## config.mk

```make
export PLATFORM = sky130hd
export DESIGN_NAME = apb_master_flat
export DESIGN_NICKNAME = d
export VERILOG_FILES = /design/src/rtl/apb_pkg.sv /design/src/rtl/apb_master_if.sv /design/src/rtl/apb_timeout_cnt.sv /design/src/rtl/apb_master.sv /design/src/flat_wrapper.sv
export SDC_FILE = /design/constraint.sdc
export NUM_CORES = 1
export LEC_CHECK = 0
export BUFFER_PORTS_ARGS = -buffer_cell sky130_fd_sc_hd__buf_2
export CAP_MARGIN = 5
export CORE_MARGIN = 1
export CORE_UTILIZATION = 35
export DETAILED_ROUTE_END_ITERATION = 10
export PLACE_DENSITY_LB_ADDON = 0.12
export REMOVE_ABC_BUFFERS = 1
export SLEW_MARGIN = 20
export SYNTH_ARGS = -nofsm -noshare
export SYNTH_HDL_FRONTEND = slang
export SYNTH_HIERARCHICAL = 1
export SYNTH_SLANG_ARGS = --single-unit
```

## constraint.sdc

```tcl
create_clock -name PCLK -period 4.5 [get_ports PCLK]
set_clock_uncertainty 0.2 [all_clocks]
set_input_delay 0.225 -clock PCLK [delete_from_list [all_inputs] [get_ports PCLK]]
set_output_delay 0.225 -clock PCLK [all_outputs]
set_load 0.05 [all_outputs]
```

## src/rtl/apb_pkg.sv

```systemverilog
// Shared definitions for the APB master: FSM state encoding, default widths and
// the wait-counter width helper.
package apb_pkg;

    localparam int APB_ADDR_W  = 32;
    localparam int APB_DATA_W  = 32;
    localparam int APB_TIMEOUT = 16;

    typedef enum logic [1:0] {
        ST_IDLE   = 2'd0,
        ST_SETUP  = 2'd1,
        ST_ACCESS = 2'd2
    } apb_state_e;

    // Counter must hold the value TIMEOUT itself; never narrower than one bit.
    function automatic int cnt_width(input int timeout);
        return (timeout > 0) ? $clog2(timeout + 1) : 1;
    endfunction

endpackage

```

## src/rtl/apb_master_if.sv

```systemverilog
// Command/response handshake plus APB bus signals of one APB master port.
interface apb_master_if import apb_pkg::*; #(
    parameter int ADDR_W = APB_ADDR_W,
    parameter int DATA_W = APB_DATA_W
) ();

    logic              req_valid;
    logic              req_ready;
    logic              req_write;
    logic [ADDR_W-1:0] req_addr;
    logic [DATA_W-1:0] req_wdata;

    logic              rsp_valid;
    logic [DATA_W-1:0] rsp_rdata;
    logic              rsp_err;
    logic              rsp_timeout;

    logic              PSEL;
    logic              PENABLE;
    logic              PWRITE;
    logic [ADDR_W-1:0] PADDR;
    logic [DATA_W-1:0] PWDATA;
    logic [DATA_W-1:0] PRDATA;
    logic              PREADY;
    logic              PSLVERR;

    modport master (
        input  req_valid, req_write, req_addr, req_wdata,
        input  PRDATA, PREADY, PSLVERR,
        output req_ready, rsp_valid, rsp_rdata, rsp_err, rsp_timeout,
        output PSEL, PENABLE, PWRITE, PADDR, PWDATA
    );

    modport slave (
        output req_valid, req_write, req_addr, req_wdata,
        output PRDATA, PREADY, PSLVERR,
        input  req_ready, rsp_valid, rsp_rdata, rsp_err, rsp_timeout,
        input  PSEL, PENABLE, PWRITE, PADDR, PWDATA
    );

endinterface

```

## src/rtl/apb_timeout_cnt.sv

```systemverilog
// Counts ACCESS wait states; expired flags the wait edge that would reach TIMEOUT.
module apb_timeout_cnt import apb_pkg::*; #(
    parameter int TIMEOUT = APB_TIMEOUT
) (
    input  logic PCLK,
    input  logic PRESETn,
    input  logic clear,
    input  logic inc,
    output logic expired
);

    localparam int CNT_W = cnt_width(TIMEOUT);

    generate
        if (TIMEOUT == 0) begin : g_disabled
            assign expired = 1'b0;
        end else begin : g_enabled
            localparam logic [CNT_W-1:0] LIMIT      = CNT_W'(TIMEOUT);
            localparam logic [CNT_W-1:0] LIMIT_LAST = CNT_W'(TIMEOUT - 1);

            logic [CNT_W-1:0] cnt_reg;

            // Saturates at LIMIT so the count can never wrap.
            always_ff @(posedge PCLK or negedge PRESETn) begin
                if (!PRESETn) begin
                    cnt_reg <= '0;
                end else if (clear) begin
                    cnt_reg <= '0;
                end else if (inc && (cnt_reg != LIMIT)) begin
                    cnt_reg <= cnt_reg + 1'b1;
                end
            end

            assign expired = inc && (cnt_reg == LIMIT_LAST);
        end
    endgenerate

endmodule

```

## src/rtl/apb_master.sv

```systemverilog
// APB master: accepts one command at a time, runs SETUP/ACCESS on the bus and
// returns a single-cycle response, aborting stalled transfers after TIMEOUT waits.
module apb_master import apb_pkg::*; #(
    parameter int ADDR_W  = APB_ADDR_W,
    parameter int DATA_W  = APB_DATA_W,
    parameter int TIMEOUT = APB_TIMEOUT
) (
    input  logic         PCLK,
    input  logic         PRESETn,
    apb_master_if.master bus
);

    localparam logic [1:0] IDLE   = ST_IDLE;
    localparam logic [1:0] SETUP  = ST_SETUP;
    localparam logic [1:0] ACCESS = ST_ACCESS;

    logic [1:0]        state_reg, state_next;
    logic [ADDR_W-1:0] paddr_reg;
    logic              pwrite_reg;
    logic [DATA_W-1:0] pwdata_reg;
    logic              rsp_valid_reg;
    logic [DATA_W-1:0] rsp_rdata_reg;
    logic              rsp_err_reg;
    logic              rsp_timeout_reg;

    logic accept;
    logic complete;
    logic wait_cycle;
    logic abort;

    assign accept     = (state_reg == IDLE) && bus.req_valid;
    assign complete   = (state_reg == ACCESS) && bus.PREADY;
    assign wait_cycle = (state_reg == ACCESS) && !bus.PREADY;

    apb_timeout_cnt #(
        .TIMEOUT (TIMEOUT)
    ) u_timeout_cnt (
        .PCLK    (PCLK),
        .PRESETn (PRESETn),
        .clear   (accept),
        .inc     (wait_cycle),
        .expired (abort)
    );

    always_comb begin
        state_next = state_reg;
        case (state_reg)
            IDLE:    if (accept) state_next = SETUP;
            SETUP:   state_next = ACCESS;
            ACCESS:  if (complete || abort) state_next = IDLE;
            default: state_next = IDLE;
        endcase
    end

    always_ff @(posedge PCLK or negedge PRESETn) begin
        if (!PRESETn) begin
            state_reg       <= IDLE;
            paddr_reg       <= '0;
            pwrite_reg      <= 1'b0;
            pwdata_reg      <= '0;
            rsp_valid_reg   <= 1'b0;
            rsp_rdata_reg   <= '0;
            rsp_err_reg     <= 1'b0;
            rsp_timeout_reg <= 1'b0;
        end else begin
            state_reg     <= state_next;
            rsp_valid_reg <= complete || abort;

            if (accept) begin
                paddr_reg  <= bus.req_addr;
                pwrite_reg <= bus.req_write;
                pwdata_reg <= bus.req_wdata;
            end

            // PREADY wins over an expiring counter: abort is only raised on wait edges.
            if (complete) begin
                rsp_rdata_reg   <= pwrite_reg ? '0 : bus.PRDATA;
                rsp_err_reg     <= bus.PSLVERR;
                rsp_timeout_reg <= 1'b0;
            end else if (abort) begin
                rsp_rdata_reg   <= '0;
                rsp_err_reg     <= 1'b1;
                rsp_timeout_reg <= 1'b1;
            end
        end
    end

    // Bus controls decode straight from state so reset drops them asynchronously.
    assign bus.req_ready   = (state_reg == IDLE);
    assign bus.PSEL        = (state_reg != IDLE);
    assign bus.PENABLE     = (state_reg == ACCESS);
    assign bus.PADDR       = paddr_reg;
    assign bus.PWRITE      = pwrite_reg;
    assign bus.PWDATA      = pwdata_reg;
    assign bus.rsp_valid   = rsp_valid_reg;
    assign bus.rsp_rdata   = rsp_rdata_reg;
    assign bus.rsp_err     = rsp_err_reg;
    assign bus.rsp_timeout = rsp_timeout_reg;

endmodule

```

## src/flat_wrapper.sv

```systemverilog
// flat-port wrapper written by rule: the top's interface ports become plain ports
module apb_master_flat import apb_pkg::*;
#(
    parameter int ADDR_W  = APB_ADDR_W,
    parameter int DATA_W  = APB_DATA_W,
    parameter int TIMEOUT = APB_TIMEOUT
)
  (PCLK, PRESETn, bus_req_valid, bus_req_write, bus_req_addr, bus_req_wdata, bus_PRDATA, bus_PREADY, bus_PSLVERR, bus_req_ready, bus_rsp_valid, bus_rsp_rdata, bus_rsp_err, bus_rsp_timeout, bus_PSEL, bus_PENABLE, bus_PWRITE, bus_PADDR, bus_PWDATA);
  apb_master_if #(.ADDR_W(ADDR_W), .DATA_W(DATA_W)) bus_i ();
  input  logic PCLK;
  input  logic PRESETn;
  input wire logic [$bits(bus_i.req_valid)-1:0] bus_req_valid;
  input wire logic [$bits(bus_i.req_write)-1:0] bus_req_write;
  input wire logic [$bits(bus_i.req_addr)-1:0] bus_req_addr;
  input wire logic [$bits(bus_i.req_wdata)-1:0] bus_req_wdata;
  input wire logic [$bits(bus_i.PRDATA)-1:0] bus_PRDATA;
  input wire logic [$bits(bus_i.PREADY)-1:0] bus_PREADY;
  input wire logic [$bits(bus_i.PSLVERR)-1:0] bus_PSLVERR;
  output wire logic [$bits(bus_i.req_ready)-1:0] bus_req_ready;
  output wire logic [$bits(bus_i.rsp_valid)-1:0] bus_rsp_valid;
  output wire logic [$bits(bus_i.rsp_rdata)-1:0] bus_rsp_rdata;
  output wire logic [$bits(bus_i.rsp_err)-1:0] bus_rsp_err;
  output wire logic [$bits(bus_i.rsp_timeout)-1:0] bus_rsp_timeout;
  output wire logic [$bits(bus_i.PSEL)-1:0] bus_PSEL;
  output wire logic [$bits(bus_i.PENABLE)-1:0] bus_PENABLE;
  output wire logic [$bits(bus_i.PWRITE)-1:0] bus_PWRITE;
  output wire logic [$bits(bus_i.PADDR)-1:0] bus_PADDR;
  output wire logic [$bits(bus_i.PWDATA)-1:0] bus_PWDATA;
  assign bus_i.req_valid = bus_req_valid;
  assign bus_i.req_write = bus_req_write;
  assign bus_i.req_addr = bus_req_addr;
  assign bus_i.req_wdata = bus_req_wdata;
  assign bus_i.PRDATA = bus_PRDATA;
  assign bus_i.PREADY = bus_PREADY;
  assign bus_i.PSLVERR = bus_PSLVERR;
  assign bus_req_ready = bus_i.req_ready;
  assign bus_rsp_valid = bus_i.rsp_valid;
  assign bus_rsp_rdata = bus_i.rsp_rdata;
  assign bus_rsp_err = bus_i.rsp_err;
  assign bus_rsp_timeout = bus_i.rsp_timeout;
  assign bus_PSEL = bus_i.PSEL;
  assign bus_PENABLE = bus_i.PENABLE;
  assign bus_PWRITE = bus_i.PWRITE;
  assign bus_PADDR = bus_i.PADDR;
  assign bus_PWDATA = bus_i.PWDATA;
  apb_master #(.ADDR_W(ADDR_W), .DATA_W(DATA_W), .TIMEOUT(TIMEOUT)) u_core (.PCLK(PCLK), .PRESETn(PRESETn), .bus(bus_i));
endmodule
```

# --- Word level (Yosys, flattened, before mapping) ---
# Cells that the tools add are included.
word_totals:
  output_inout_bits: 103
  inputBits: 102
  reg_bits: 107
  wordCells: 39
op_classes:
  n_reduce_logical: 12
  n_eq_ne: 6
  mux: 11
  n_addsub: 1
ops:
  columns: ["cell", "n"]
  rows:
  - ["$mux W32", 3]
  - ["$mux W5", 2]
  - ["$pmux W2 S3", 1]
  - ["$reduce_bool A2 Y1", 3]
  - ["$add A5 B1 Y5 const B", 1]
  - ["$eq A5 B4 Y1 const B", 1]
  - ["$logic_and A1 B1 Y1", 5]
  - ["$ne A5 B5 Y1 const B", 1]
  - ["$mux W2", 2]
  - ["$ne A2 B1 Y1 const B", 2]
  - ["$mux W1", 3]
  - ["$eq A2 B1 Y1 const B", 1]
  - ["$eq A2 B2 Y1 const B", 1]
  - ["$logic_not A2 Y1", 1]
  - ["$reduce_and A2 Y1", 1]
  - ["$logic_not A1 Y1", 1]
  - ["$logic_or A1 B1 Y1", 1]

# --- Depth between registers and ports, before layout ---
depth:
  word_depth: 6
  ltp_mapped: 7

# --- Hierarchy ---
# The synthesis kept the hierarchy.
modules_own_cells:
  columns: ["mod", "area_each_um2", "cells_each", "seq_area_each_um2", "instances"]
  rows:
  - ["apb_master", 3846.2, 233, 2552.4, 1]
  - ["apb_timeout_cnt", 296.5, 30, 125.1, 1]

# --- Worst setup path before layout ---
# OpenSTA, ideal clock, no wires.
synth_timing:
  path_kind: "register to register"
  startpoint: "register u_core.u_timeout_cnt.g_enabled.cnt_reg[0]"
  endpoint: "register u_core.rsp_rdata_reg[10], in the netlist u_core/bus.rsp_rdata[10]"
  setup_slack_ps: 2564
  setup_ps: 68
  path_stages_with_launch: 8
  arrival_time_ps: 1668
  n_path_buf: 1
  period_less_slack_ps: 1936
  t_required_ps: 4232
  cell_sequence: "dfrtp_1 ha_1 and3_1 ha_1 and2_1 inv_1 clkbuf_1 a32o_1"
synth_between:
  elab_chain_len: 3
synth_lines:
  columns: ["item", "line", "text"]
  rows:
  - ["start: declaration", "apb_timeout_cnt.sv:21", "logic [CNT_W-1:0] cnt_reg;"]
  - ["start signal: assignment", "apb_timeout_cnt.sv:30", "cnt_reg <= cnt_reg + 1'b1;"]
  - ["$eq A5 B4 Y1", "apb_timeout_cnt.sv:34", "assign expired = inc && (cnt_reg == LIMIT_LAST);"]
  - ["$logic_and A1 B1 Y1", "apb_timeout_cnt.sv:34", null]
  - ["net u_core.abort", "apb_master.sv:29", "logic abort;"]
  - ["$reduce_bool A2 Y1 (no line)", null, null]
  - ["end signal: assignment", "apb_master.sv:77", "rsp_rdata_reg <= pwrite_reg ? '0 : bus.PRDATA;"]
  - ["end: declaration", "apb_master.sv:22", "logic [DATA_W-1:0] rsp_rdata_reg;"]
# The timed path passes the listed nets, and every way through them passes these cells.
# A chain may end at the register's enable or synchronous reset.

# --- Worst setup path after layout ---
layout_timing:
  startpoint: "register u_core.u_timeout_cnt.g_enabled.cnt_reg[0]"
  endpoint: "register u_core.rsp_rdata_reg[26], in the netlist u_core/bus.rsp_rdata[26]"
# Same word-level chain as after synthesis.

==> flow_summary_export.csv <==
group,metric,value,unit
timing,fmax,404,MHz
clock_tree,clk_latency,340,ps
worst_setup_path,path_class,"flip-flop to flip-flop",
global_routing,grt_pass1_wl,17300,um
cells_and_area,final_cell_mix,"203 x buf_2, 107 x dfrtp_1, 101 x dlygate4sd3_1",
clock_tree,cts_sinks,107,
floorplanning,dieArea,12300,um2
detailed_routing,dr.pass1.iters,4,
status,status,"finished, final reports clean",
floorplanning,core_area,11500,um2
logic_synthesis,yosysSeqAreaShare,0.646,
detailed_routing,viasPerCell,4.71,
clock_tree,cts-resized-gates,0,
logic_synthesis,yosysWarningCount,6,
worst_setup_path,worst_setup_path_end_kind,"flip-flop",
clock_tree,cts_tree,"built",
logic_synthesis,syn_area,4140,um2
global_routing,grt-busiest-layer,"met2",
clock_tree,cts_setup_buffers,0,
cells_and_area,seq_area,2680,um2
worst_setup_path,worst_ep_arrival_time,2550,ps
global_routing,grt_use_met1,0.203,
logic_synthesis,synth_top_family_by_area,"multiplexers",
floorplanning,start_util,0.361,
clock_tree,postCtsHoldBufs,101,
worst_setup_path,worstPathMaxFanout,33,
detailed_routing,drc,0,
placement,io_buffers,204,
logic_synthesis,synth_xor_area_frac,0.00211,
timing,hold_viol,0,
hold_path,whs_path_depth,1,
detailed_routing,num_vias,3359,
global_routing,grt_usage,0.178,
clock_tree,cts.clk_slew.worst_paths,60,ps
worst_setup_path,reg2regPathDepth,6,
detailed_routing,wire_per_inst,14.4,um
cells_and_area,n_antenna_cell,0,
logic_synthesis,netlist_instances,263,
global_routing,grt_remaining_overflow,0,
floorplanning,ioPinCount,205,
flow_run,cap_violations,0,
clock_tree,htree_levels,3,
timing,rsz0062_at_grt,"false",
timing,fin_crit,2470,ps
global_routing,met2_usage,0.301,
floorplanning,die_w,111,um
detailed_routing,ant_nets,0,
global_routing,grt_pass1_vias,3546,
logic_synthesis,synth.distinct_cells,31,
global_routing,antenna_found_initial,0,
timing,finalSetupTns,0,ps
logic_synthesis,synthAdderAreaFrac,0.00906,
pwr,p_per_area,818,nW/um2
timing,slew_viol_final,0,
logic_synthesis,yosys-mux-area-fraction,0.185,
clock_tree,numCtsBuffers,9,
logic_synthesis,synth_area_per_cell,15.8,um2
logic_synthesis,synth-seq-cells,107,
global_routing,grt_use_met3,0.0755,
cells_and_area,fill_cells,946,
global_routing,grt_max_degree,65,
timing,post-route-period-util,0.550,
hold_path,hold_path.class,"flip-flop to flip-flop",
detailed_routing,routed_wl,10300,um
worst_setup_path,cp_data_required_time,4580,ps
timing,slew_headroom,0.326,
clock_tree,cts_max_path_buffers,2,
cells_and_area,area_delta_synth_final,57.9,%
worst_setup_path,worst_setup_path_start_kind,"flip-flop",
floorplanning,num_rows,39,
pwr,power.leakage,3.20,nW
pwr,ir_drop,502,uV
logic_synthesis,yosys.area_share.simple,0.0272,
timing,tightestPinTransition,1010,ps
cells_and_area,mostFrequentLayoutCell,"buf_2",
placement,place_hpwl,6550,um
floorplanning,die_h,111,um
cells_and_area,final_nets,671,
logic_synthesis,synth_compound_gate_area_share,0.0897,
clock_tree,clock_tree.root_cell,"clkbuf_16",
cells_and_area,multiInputGateArea,1320,um2
cells_and_area,drive_gt1_frac,0.442,
cells_and_area,final_core_util,0.570,
placement,gp_congestion,0.731,
detailed_routing,drtIter0Drc,168,
timing,finalSetupViolCount,0,
routing by layer:
layer | vias to the layer above | routed length, um
met5 | - | 0
li1 | 1577 | -
met2 | 155 | 5010
met3 | 8 | 940
met1 | 1619 | 4220
met4 | 0 | 128
cell usage after synthesis:
library cell  instances  area share
dfrtp_1             107        0.65
mux2_1               39        0.11
a32o_1               32       0.077
mux2_2               26       0.071
inv_1                 9      0.0082
nor2_1                6      0.0054
buf_2                 5      0.0060
clkbuf_1              4      0.0036
buf_4                 3      0.0054
buf_8                 3       0.011
ha_1                  3      0.0091
nand2_1               3      0.0027
a211oi_1              2      0.0036
buf_6                 2      0.0054
mux2i_1               2      0.0048
nand2b_1              2      0.0030
a41o_1                1      0.0024
and2_1                1      0.0015
and3_1                1      0.0015
inv_2                 1     0.00091
mux2_4                1      0.0036
nand3b_2              1      0.0027
nand4_1               1      0.0015
nor3b_1               1      0.0018
nor3b_2               1      0.0030
nor4bb_1              1      0.0024
o21a_1                1      0.0018
o31ai_1               1      0.0018
o41a_1                1      0.0027
or2_2                 1      0.0015
xor2_1                1      0.0021
cell type report:
class	instances	area share
sequential	107	0.409
timing repair buffer	309	0.316
multi-input combinational	129	0.202
clock buffer	13	0.0383
tap	143	0.0274
inverter	10	0.00574
clock inverter	2	0.00191
stage by stage:
step,instances,total power [mW],cell area (um2),hold WS [ps],setup WS [ps]
4_1_cts,713,5.39,6540,283,2040
3_5_place_dp,597,4.59,5270,161,2060
3_3_place_gp,597,4.56,5270,174,2090
2_1_floorplan,246,3.88,4010,-271,399
6_report,713,5.35,6540,276,2030
5_1_grt,713,5.61,6540,293,1840
power by group:
part | switching [mW] | total (mW) | internal [mW]
clock | 0.323 | 0.710 | 0.387
sequential | 0.241 | 1.66 | 1.42
combinational | 2.17 | 2.98 | 0.810
total | 2.73 | 5.35 | 2.62
worst paths after layout:
check / start / endpoint / slack [ps]
min in group asynchronous: PRESETn / u_core/bus.rsp_rdata[16] / 290
max in group asynchronous: PRESETn / u_core/bus.PWRITE / 2730
worst min register to register: u_core/bus.PADDR[2] / u_core/bus.PADDR[2] / 280
worst max-delay path: u_core/u_timeout_cnt/g_enabled.cnt_reg[0] / u_core/bus.rsp_rdata[26] / 2030
worst min-delay path: u_core/bus.PADDR[2] / u_core/bus.PADDR[2] / 280
worst max register to register: u_core/u_timeout_cnt/g_enabled.cnt_reg[0] / u_core/bus.rsp_rdata[26] / 2030
worst max-delay path, cell delays in order (launching register included):
cell     delay [ps]
dfrtp_1         420
ha_1            240
and3_1          180
ha_1            170
and2_1          170
inv_1           740
a32o_1          290
logic make-up (layout without fill, tap and decap cells):
kind of cell | after synthesis | count (layout)
multiplexers | 68 | 68
AND/OR/NAND/NOR | 19 | 19
XOR/XNOR | 1 | 1
adder cells (fa/ha/maj) | 3 | 3
buffers and inverters | 27 | 334
AO/OA/AOI/OAI | 38 | 38
flip-flops | 107 | 107
(Power assumes the default switching activity.)
